--- src/rtl/vga_timing_device_pkg.sv ---
// Shared constants for the programmable video timing generator:
// register indices, mode bit positions and default 640x480 timing.
package vga_pkg;

  localparam logic [3:0] REG_ID       = 4'd0;
  localparam logic [3:0] REG_TYPE     = 4'd1;
  localparam logic [3:0] REG_MODE     = 4'd2;
  localparam logic [3:0] REG_H_ACTIVE = 4'd3;
  localparam logic [3:0] REG_V_BACK   = 4'd10;
  localparam logic [3:0] REG_FCNT     = 4'd11;
  localparam logic [3:0] REG_STATUS   = 4'd12;
  localparam logic [3:0] REG_LINE     = 4'd13;

  localparam int MODE_EN   = 0;
  localparam int MODE_HPOL = 1;
  localparam int MODE_VPOL = 2;
  localparam int MODE_IRQ  = 3;
  localparam int MODE_REP  = 4;

  localparam logic [5:0] MODE_RESET = 6'h01;

  localparam int VGA_H_ACTIVE = 640;
  localparam int VGA_H_FRONT  = 16;
  localparam int VGA_H_SYNC   = 96;
  localparam int VGA_H_BACK   = 48;
  localparam int VGA_V_ACTIVE = 480;
  localparam int VGA_V_FRONT  = 10;
  localparam int VGA_V_SYNC   = 2;
  localparam int VGA_V_BACK   = 33;

endpackage

--- src/rtl/vga_timing_device_if.sv ---
// CPU register bus: control select, write port, read port.
// master = CPU side, slave = timing device side.
interface vga_timing_device_if;

  logic        control;
  logic        write_enable;
  logic [7:0]  write_address;
  logic [15:0] data_in;
  logic        read_enable;
  logic [7:0]  read_address;
  logic [15:0] data_out;

  modport master (
    output control, write_enable, write_address, data_in,
    output read_enable, read_address,
    input  data_out
  );

  modport slave (
    input  control, write_enable, write_address, data_in,
    input  read_enable, read_address,
    output data_out
  );

endinterface

--- src/rtl/vga_timing_device_axis_counter.sv ---
// One timing axis: counter with wrap, sync and active decode.
// Ports: clk/rst, i_clr, i_step, 4 timing fields; o_count/o_wrap/o_sync/o_active.
module vga_axis_counter #(
  parameter int W = 12
) (
  input  logic         clk,
  input  logic         rst,
  input  logic         i_clr,
  input  logic         i_step,
  input  logic [W-1:0] i_active,
  input  logic [W-1:0] i_front,
  input  logic [W-1:0] i_sync,
  input  logic [W-1:0] i_back,
  output logic [W-1:0] o_count,
  output logic         o_wrap,
  output logic         o_sync,
  output logic         o_active
);

  logic [W-1:0] r_count;
  logic [W+1:0] w_cnt;
  logic [W+1:0] w_next;
  logic [W+1:0] w_total;
  logic [W+1:0] w_lo;
  logic [W+1:0] w_hi;

  assign w_cnt   = {2'b00, r_count};
  assign w_next  = w_cnt + (W+2)'(1);
  assign w_lo    = {2'b00, i_active} + {2'b00, i_front};
  assign w_hi    = w_lo + {2'b00, i_sync};
  assign w_total = w_hi + {2'b00, i_back};

  // total of 0 behaves as 1: every step wraps
  assign o_wrap   = i_step && (w_next >= w_total);
  assign o_sync   = (w_cnt >= w_lo) && (w_cnt < w_hi);
  assign o_active = w_cnt < {2'b00, i_active};
  assign o_count  = r_count;

  always_ff @(posedge clk) begin
    if (rst || i_clr)
      r_count <= '0;
    else if (o_wrap)
      r_count <= '0;
    else if (i_step)
      r_count <= w_next[W-1:0];
  end

endmodule

--- src/rtl/vga_timing_device.sv ---
// Programmable video timing generator with register bus.
// Ports: cpu_clock, reset, pixel_en, bus (slave); sync/active/x/y/frame_start/irq.
module vga_timing_device
  import vga_pkg::*;
#(
  parameter logic [15:0] DEVICE_ID    = 16'h0,
  parameter logic [7:0]  DEVICE_TYPE  = 8'h7,
  parameter int          COORD_WIDTH  = 12,
  parameter int          DEF_H_ACTIVE = VGA_H_ACTIVE,
  parameter int          DEF_H_FRONT  = VGA_H_FRONT,
  parameter int          DEF_H_SYNC   = VGA_H_SYNC,
  parameter int          DEF_H_BACK   = VGA_H_BACK,
  parameter int          DEF_V_ACTIVE = VGA_V_ACTIVE,
  parameter int          DEF_V_FRONT  = VGA_V_FRONT,
  parameter int          DEF_V_SYNC   = VGA_V_SYNC,
  parameter int          DEF_V_BACK   = VGA_V_BACK
) (
  input  logic                   cpu_clock,
  input  logic                   reset,
  input  logic                   pixel_en,
  vga_timing_device_if.slave     bus,
  output logic                   h_sync_signal,
  output logic                   v_sync_signal,
  output logic                   active,
  output logic [COORD_WIDTH-1:0] x,
  output logic [COORD_WIDTH-1:0] y,
  output logic                   frame_start,
  output logic                   irq
);

  localparam int W = COORD_WIDTH;

  // index 0..7 = H act/front/sync/back, V act/front/sync/back
  logic [W-1:0] r_stg [8];
  logic [W-1:0] r_wrk [8];
  logic [W-1:0] w_def [8];
  logic [5:0]   r_mode;
  logic [15:0]  r_fcnt;
  logic         r_vblank;
  logic [15:0]  w_rd;

  logic [3:0] w_widx;
  logic [3:0] w_ridx;
  logic [2:0] w_wsel;
  logic [2:0] w_rsel;
  logic       w_wr;
  logic       w_en;
  logic       w_fs;
  logic       w_vb_set;
  logic       w_load;
  logic       w_act;

  logic [W-1:0] w_h;
  logic [W-1:0] w_v;
  logic         w_h_wrap;
  logic         w_v_wrap;
  logic         w_h_sync;
  logic         w_v_sync;
  logic         w_h_act;
  logic         w_v_act;

  assign w_def[0] = W'(DEF_H_ACTIVE);
  assign w_def[1] = W'(DEF_H_FRONT);
  assign w_def[2] = W'(DEF_H_SYNC);
  assign w_def[3] = W'(DEF_H_BACK);
  assign w_def[4] = W'(DEF_V_ACTIVE);
  assign w_def[5] = W'(DEF_V_FRONT);
  assign w_def[6] = W'(DEF_V_SYNC);
  assign w_def[7] = W'(DEF_V_BACK);

  assign w_widx = bus.write_address[3:0];
  assign w_ridx = bus.read_address[3:0];
  assign w_wsel = 3'(w_widx - REG_H_ACTIVE);
  assign w_rsel = 3'(w_ridx - REG_H_ACTIVE);
  assign w_wr   = bus.control & bus.write_enable;
  assign w_en   = r_mode[MODE_EN];

  assign w_fs     = w_en & pixel_en & (w_h == '0) & (w_v == '0);
  assign w_vb_set = w_en & pixel_en & (w_h == '0) & (w_v == r_wrk[4]);
  // while disabled the working copy tracks staging continuously
  assign w_load   = w_fs | ~w_en;
  assign w_act    = w_en & w_h_act & w_v_act;

  vga_axis_counter #(.W(W)) u_h (
    .clk      (cpu_clock),
    .rst      (reset),
    .i_clr    (~w_en),
    .i_step   (w_en & pixel_en),
    .i_active (r_wrk[0]),
    .i_front  (r_wrk[1]),
    .i_sync   (r_wrk[2]),
    .i_back   (r_wrk[3]),
    .o_count  (w_h),
    .o_wrap   (w_h_wrap),
    .o_sync   (w_h_sync),
    .o_active (w_h_act)
  );

  vga_axis_counter #(.W(W)) u_v (
    .clk      (cpu_clock),
    .rst      (reset),
    .i_clr    (~w_en),
    .i_step   (w_h_wrap),
    .i_active (r_wrk[4]),
    .i_front  (r_wrk[5]),
    .i_sync   (r_wrk[6]),
    .i_back   (r_wrk[7]),
    .o_count  (w_v),
    .o_wrap   (w_v_wrap),
    .o_sync   (w_v_sync),
    .o_active (w_v_act)
  );

  always_ff @(posedge cpu_clock) begin
    if (reset) begin
      for (int i = 0; i < 8; i++) begin
        r_stg[i] <= w_def[i];
        r_wrk[i] <= w_def[i];
      end
    end else begin
      if (w_wr && w_widx >= REG_H_ACTIVE && w_widx <= REG_V_BACK)
        r_stg[w_wsel] <= bus.data_in[W-1:0];
      if (w_load)
        for (int i = 0; i < 8; i++)
          r_wrk[i] <= r_stg[i];
    end
  end

  always_ff @(posedge cpu_clock) begin
    if (reset) begin
      r_mode   <= MODE_RESET;
      r_fcnt   <= '0;
      r_vblank <= 1'b0;
    end else begin
      if (w_wr && w_widx == REG_MODE)
        r_mode <= bus.data_in[5:0];
      if (w_fs)
        r_fcnt <= r_fcnt + 16'd1;
      // set beats a same-cycle write-1-to-clear
      if (w_vb_set)
        r_vblank <= 1'b1;
      else if (w_wr && w_widx == REG_STATUS && bus.data_in[0])
        r_vblank <= 1'b0;
    end
  end

  always_comb begin
    w_rd = '0;
    unique case (1'b1)
      (w_ridx == REG_ID):     w_rd = DEVICE_ID;
      (w_ridx == REG_TYPE):   w_rd = {8'h13, DEVICE_TYPE};
      (w_ridx == REG_MODE):   w_rd = {10'b0, r_mode};
      (w_ridx >= REG_H_ACTIVE &&
       w_ridx <= REG_V_BACK): w_rd = 16'(r_stg[w_rsel]);
      (w_ridx == REG_FCNT):   w_rd = r_fcnt;
      (w_ridx == REG_STATUS): w_rd = {15'b0, r_vblank};
      (w_ridx == REG_LINE):   w_rd = 16'(w_v);
      default:                w_rd = '0;
    endcase
  end

  always_ff @(posedge cpu_clock) begin
    if (reset)
      bus.data_out <= '0;
    else if (bus.read_enable && bus.control)
      bus.data_out <= w_rd;
  end

  always_ff @(posedge cpu_clock) begin
    if (reset) begin
      h_sync_signal <= 1'b1;
      v_sync_signal <= 1'b1;
      active        <= 1'b0;
      x             <= '0;
      y             <= '0;
      frame_start   <= 1'b0;
    end else begin
      h_sync_signal <= (w_en & w_h_sync) ^ ~r_mode[MODE_HPOL];
      v_sync_signal <= (w_en & w_v_sync) ^ ~r_mode[MODE_VPOL];
      active        <= w_act;
      x             <= w_act ? (w_h >> r_mode[MODE_REP +: 2]) : '0;
      y             <= w_act ? (w_v >> r_mode[MODE_REP +: 2]) : '0;
      frame_start   <= w_fs;
    end
  end

  assign irq = r_vblank & r_mode[MODE_IRQ];

endmodule
--- src/flat_wrapper.sv ---
// flat-port wrapper written by rule: the top's interface ports become plain ports
module vga_timing_device_flat import vga_pkg::*;
#(
  parameter logic [15:0] DEVICE_ID    = 16'h0,
  parameter logic [7:0]  DEVICE_TYPE  = 8'h7,
  parameter int          COORD_WIDTH  = 12,
  parameter int          DEF_H_ACTIVE = VGA_H_ACTIVE,
  parameter int          DEF_H_FRONT  = VGA_H_FRONT,
  parameter int          DEF_H_SYNC   = VGA_H_SYNC,
  parameter int          DEF_H_BACK   = VGA_H_BACK,
  parameter int          DEF_V_ACTIVE = VGA_V_ACTIVE,
  parameter int          DEF_V_FRONT  = VGA_V_FRONT,
  parameter int          DEF_V_SYNC   = VGA_V_SYNC,
  parameter int          DEF_V_BACK   = VGA_V_BACK
)
  (cpu_clock, reset, pixel_en, h_sync_signal, v_sync_signal, active, x, y, frame_start, irq, bus_control, bus_write_enable, bus_write_address, bus_data_in, bus_read_enable, bus_read_address, bus_data_out);
  vga_timing_device_if bus_i ();
  input  logic cpu_clock;
  input  logic reset;
  input  logic pixel_en;
  output logic h_sync_signal;
  output logic v_sync_signal;
  output logic active;
  output logic [COORD_WIDTH-1:0] x;
  output logic [COORD_WIDTH-1:0] y;
  output logic frame_start;
  output logic irq;
  input wire logic [$bits(bus_i.control)-1:0] bus_control;
  input wire logic [$bits(bus_i.write_enable)-1:0] bus_write_enable;
  input wire logic [$bits(bus_i.write_address)-1:0] bus_write_address;
  input wire logic [$bits(bus_i.data_in)-1:0] bus_data_in;
  input wire logic [$bits(bus_i.read_enable)-1:0] bus_read_enable;
  input wire logic [$bits(bus_i.read_address)-1:0] bus_read_address;
  output wire logic [$bits(bus_i.data_out)-1:0] bus_data_out;
  assign bus_i.control = bus_control;
  assign bus_i.write_enable = bus_write_enable;
  assign bus_i.write_address = bus_write_address;
  assign bus_i.data_in = bus_data_in;
  assign bus_i.read_enable = bus_read_enable;
  assign bus_i.read_address = bus_read_address;
  assign bus_data_out = bus_i.data_out;
  vga_timing_device #(.DEVICE_ID(DEVICE_ID), .DEVICE_TYPE(DEVICE_TYPE), .COORD_WIDTH(COORD_WIDTH), .DEF_H_ACTIVE(DEF_H_ACTIVE), .DEF_H_FRONT(DEF_H_FRONT), .DEF_H_SYNC(DEF_H_SYNC), .DEF_H_BACK(DEF_H_BACK), .DEF_V_ACTIVE(DEF_V_ACTIVE), .DEF_V_FRONT(DEF_V_FRONT), .DEF_V_SYNC(DEF_V_SYNC), .DEF_V_BACK(DEF_V_BACK)) u_core (.cpu_clock(cpu_clock), .reset(reset), .pixel_en(pixel_en), .bus(bus_i), .h_sync_signal(h_sync_signal), .v_sync_signal(v_sync_signal), .active(active), .x(x), .y(y), .frame_start(frame_start), .irq(irq));
endmodule
--- config.mk ---
export PLATFORM = sky130hd
export DESIGN_NAME = vga_timing_device_flat
export DESIGN_NICKNAME = d
export VERILOG_FILES = /design/src/rtl/vga_timing_device_pkg.sv /design/src/rtl/vga_timing_device_if.sv /design/src/rtl/vga_timing_device_axis_counter.sv /design/src/rtl/vga_timing_device.sv /design/src/flat_wrapper.sv
export SDC_FILE = /design/constraint.sdc
export NUM_CORES = 1
export LEC_CHECK = 0
export CORE_MARGIN = 1
export CORE_UTILIZATION = 52
export DETAILED_ROUTE_END_ITERATION = 16
export PLACE_DENSITY_LB_ADDON = 0.05
export SYNTH_ARGS = -nofsm -noshare
export SYNTH_HDL_FRONTEND = slang
export SYNTH_HIERARCHICAL = 1
export SYNTH_SLANG_ARGS = --single-unit
--- constraint.sdc ---
create_clock -name cpu_clock -period 12.25 [get_ports cpu_clock]
set_input_delay 1.225 -clock cpu_clock [delete_from_list [all_inputs] [get_ports cpu_clock]]
set_output_delay 1.225 -clock cpu_clock [all_outputs]
set_load 0.02 [all_outputs]
Yosys cells after proc, flatten, opt, wreduce, memory -nomap -nowiden
Memory sizes are Yosys's and may differ from the RTL's.
Cells that the tools add are included.
- register bits: 91
- bits in writable memories: 192
- input bits: 38
- logic and storage cells: 113
- memories: 2
- memory list (memory ; words ; bits a word ; read ports ; clocked after Yosys merged registers in ; write ports ; line ; text):
    u_core.r_stg ; 8 ; 12 ; 9 ; 0 ; 8 ; vga_timing_device.sv:34 ; logic [W-1:0] r_stg [8];
    u_core.r_wrk ; 8 ; 12 ; 8 ; 0 ; 8 ; vga_timing_device.sv:35 ; logic [W-1:0] r_wrk [8];
- $add $sub $neg: 11
- $lt $le $gt $ge: 12
- equal/unequal tests: 8
- shift-type cells: 2
- muxes and demuxes: 22
- bitwise logic cells: 25
- reduce and logical (&&, ||, !) cells: 19
- operator list (operator ; count):
    $mux W12 ; 9
    $pmux W16 S6 ; 1
    $add A13 B12 Y14 ; 2
    $add A14 B12 Y14 ; 2
    $ge A14 B14 Y1 ; 2
    $lt A12 B14 Y1 ; 2
    $add A12 B1 Y13 const B ; 2
    $add A12 B12 Y13 ; 2
    $ge A12 B13 Y1 ; 2
    $logic_not A12 Y1 ; 2
    $lt A12 B12 Y1 ; 2
    $shr A12 B2 Y12 ; 2
    $add A16 B1 Y16 const B ; 1
    $eq A4 B4 Y1 const B ; 4
    $eq A12 B12 Y1 ; 1
    $reduce_or A12 Y1 ; 1
    $logic_and A1 B1 Y1 ; 11
    $mux W1 ; 11
    $and A1 B1 Y1 ; 10
    $or A1 B1 Y1 ; 9
    $eq A4 B2 Y1 const B ; 2
    $ge A4 B2 Y1 const B ; 2
    $le A4 B4 Y1 const B ; 2
    $reduce_or A2 Y1 ; 3
    other kinds (7) ; 12

Logic depth before layout (Yosys ltp)
- depth in word-level cells: 8
- mapped depth: 30

Modules after synthesis
The synthesis kept the hierarchy.
- by module, submodules not included (module ; times used ; cells each ; area each (µm²)):
    vga_timing_device ; 1 ; 873 ; 11731.3
    vga_axis_counter at u_core.u_h ; 1 ; 441 ; 3572.2
    vga_axis_counter at u_core.u_v ; 1 ; 445 ; 3463.3

Worst setup path before layout
Ideal clock, no wire load.
- path kind: register -> register
- start point: memory u_core.r_wrk[0][1]
- end point: register u_core.u_v.r_count[11] (netlist: u_core/u_v/o_count[11])
- setup time: 86 ps
- arrival time: 5571 ps
- data required time: 12164 ps
- setup slack: 6594 ps
- cell stages (with the launch flop): 30
- buffers on the path: 1
- period minus slack after synthesis: 5656 ps
- cells stage by stage: edfxtp_1 -> ha_1 -> a21o_1 -> a21oi_1 -> o21bai_1 -> a221oi_1 -> nor2b_1 -> nor2_1 -> xnor2_1 -> ha_1 -> or3_1 -> nor3_1 -> or2_2 -> xnor2_1 -> ha_1 -> a21o_1 -> a21oi_1 -> o21ai_0 -> a31oi_1 -> xnor2_1 -> ha_1 -> o21a_1 -> o21ai_0 -> a211oi_1 -> and3_2 -> buf_1 -> nand4_1 -> xnor2_1 -> nand2_1 -> a211oi_1
- RTL lines (what ; line ; text):
    start, declared ; vga_timing_device.sv:35 ;
    end signal, assigned ; vga_timing_device_axis_counter.sv:45 ; r_count <= w_next[W-1:0];
    end, declared ; vga_timing_device_axis_counter.sv:20 ; logic [W-1:0] r_count;

==> reports/summary.txt <==
Die Area: 36800 µm²
Final period util: 0.568
clock skew: 0.0202 ns
net count after synthesis: 1979
Max Clock Freq: 144 MHz
relative slew slack: 0.185
hold path startpoint: u_core/bus.data_out[12]$_SDFFE_PP0P_
synthesized area: 18800 µm²
CP arrival: 7.33 ns
CP max FO: 13
CTS tree: built
final setup fails: 0
largest buffer count on any clock path: 3
WL/cell: 20.9 µm
number of setup buffers added after CTS: 0
pwr dens: 166 nW/µm²
Hold Fails Final Rpt: 0
die width: 192 µm
Max Cap Violations: 0
top routing layer in use: met5
Worst path slowest cell: nor2_1
Worst Max-Slew Pin Slew: 1.22 ns
outcome: completed
WHS Path Cells: 2
DIE HEIGHT: 192 µm
number of port buffers: 70
DRT Wirelength: 48000 µm
wire length on met1: 23900 µm
vias in the first global route: 12702
antenna violations before repair: 4
RD Place Congestion: 0.893
TritonRoute pass-1 iters: 5
Leak Pwr: 8.49 nW
initial drt markers: 951
ratio of cells with drive above 1 in the final layout: 0.0955
dpl ws: 4.97 ns
RSZ-0062 raised after global routing: false
area delta synth->final: 11.7%
Worst Slack Setup Final: 5.30 ns
drt via density: 5.96
clock slew at reported path FFs: 0.06 ns
worst-skew pair later-pin latency: 0.54 ns
Syn. warnings: 6
Final min period: 6.95 ns
post_cts resized: 0
fin nets: 2029
met2 wire length: 19900 µm
Worst IR Drop VDD: 0.000136 V
syn_area_per_cell: 10.7 µm²
most frequent CP cell: ha_1
crit end category: flip-flop
row cnt: 69
largest net degree at the start of global routing: 74
Crit Path Category: flip-flop to flip-flop
Synth Instances: 1757
Ports: 83
cells on worst reg2reg path: 28
Sum Neg Setup Slack: 0 ns
DP HPWL: 35000 µm
CTS buffer count: 34
first-pass GRT wire length: 72700 µm
Final ANT Viol Nets: 0
type of origin of the critical path: flip-flop
initial core utilization: 0.527
FILL cells: 2987
Slew Viols, Final: 0
met3 wire length: 3010 µm
CTS H-tree lvls: 2
Hold Crit Class: flip-flop to flip-flop
via count: 13683
GRT Total Usage: 0.263
CP required: 12.62 ns
Worst Setup SP: u_core/r_wrk[0][1]$_SDFFCE_PN0P_
Congestion Overflow GR: 0
CP max stage delay: 0.71 ns
Clock Tree Root: clkbuf_16
drc violations: 0
CTS Sinks: 283
Core ar.: 35600 µm²
launch point of the worst reg-to-reg path: u_core/r_wrk[0][1]$_SDFFCE_PN0P_
Post-CTS Hold Fix Bufs: 0
## path summary, 6_finish.rpt
kind	endpoint	slack [ns]
setup / recovery	u_core/u_v/o_count[9]$_SDFFE_PP0P_	5.30
setup reg to reg	u_core/u_v/o_count[9]$_SDFFE_PP0P_	5.30
hold / removal	u_core/bus.data_out[12]$_SDFFE_PP0P_	0.46
hold reg to reg	u_core/bus.data_out[12]$_SDFFE_PP0P_	0.46
## layout make-up
type,count,area [µm²],share of cell area
multi-input combinational,1297,10400,0.499
sequential,283,7590,0.362
clock buffer,46,1010,0.0482
timing repair buffer,89,836,0.0399
tap,461,577,0.0275
inverter,102,383,0.0183
clock inverter,15,105,0.00502
antenna,2,5.00,0.000239
## metrics by stage
stage | area, µm² | instances | util | hold WS (ns) | total power [mW]
finish | 20900 | 2295 | 0.589 | 0.458 | 3.49
CTS | 20900 | 2293 | 0.589 | 0.461 | 3.51
global placement | 19800 | 2232 | 0.557 | 0.445 | 2.46
detailed placement | 19800 | 2232 | 0.557 | 0.453 | 2.49
global route | 20900 | 2293 | 0.589 | 0.495 | 3.72
floorplan | 18800 | 1757 | - | 0.452 | 2.21
## sequential cells by signal, summed over array words and instances, names as in the netlist, 6 cells and up
register             cells
u_core/r_stg            96
u_core/x                12
u_core/r_wrk            96
u_core/r_mode            6
u_core/y                12
u_core/u_h/o_count      12
u_core/bus.data_out     16
u_core/r_fcnt           16
u_core/u_v/o_count      12
## layer usage
metal | vias up | track usage
met1 | 6598 | 0.397
li1 | 6601 | -
met3 | 63 | 0.0448
met2 | 419 | 0.379
met4 | 2 | 0.0821
met5 | - | 0
## worst max-delay path, delay by kind of cell, from the launching register on
kind / cells / cell delay [ns]
AO/OA/AOI/OAI: 13 / 2.52
XOR/XNOR: 3 / 0.36
adder cells (fa/ha/maj): 4 / 1.16
buffers and inverters: 1 / 0.26
flip-flops: 1 / 0.39
AND/OR/NAND/NOR: 7 / 2.11
## power breakdown
group / leakage, nW / switching, mW / internal, mW
clock: 0.560 / 0.401 / 0.600
sequential: 2.65 / 0.0407 / 1.08
combinational: 5.28 / 0.766 / 0.595
total: 8.49 / 1.21 / 2.28
## placed cells by master (no fill, tap or decap), drive strengths merged, types with 10 or more instances in the layout
| cell type | n |
|---|---|
| a211oi | 37 |
| a21o | 47 |
| a21oi | 75 |
| a22oi | 12 |
| a31oi | 19 |
| and2 | 88 |
| and3 | 23 |
| buf | 21 |
| clkbuf | 46 |
| clkdlybuf4s50 | 68 |
| clkinv | 12 |
| dfxtp | 91 |
| edfxtp | 192 |
| ha | 178 |
| inv | 104 |
| mux4 | 40 |
| nand2 | 118 |
| nand2b | 31 |
| nand3 | 31 |
| nand4 | 21 |
| nor2 | 51 |
| nor2b | 55 |
| nor3 | 20 |
| nor3b | 63 |
| nor4 | 12 |
| o21a | 15 |
| o21ai | 48 |
| o21bai | 10 |
| o31ai | 15 |
| or2 | 17 |
| or3 | 23 |
| xnor2 | 76 |
| xor2 | 46 |
No activity file was read; power rests on OpenSTA's default activity.
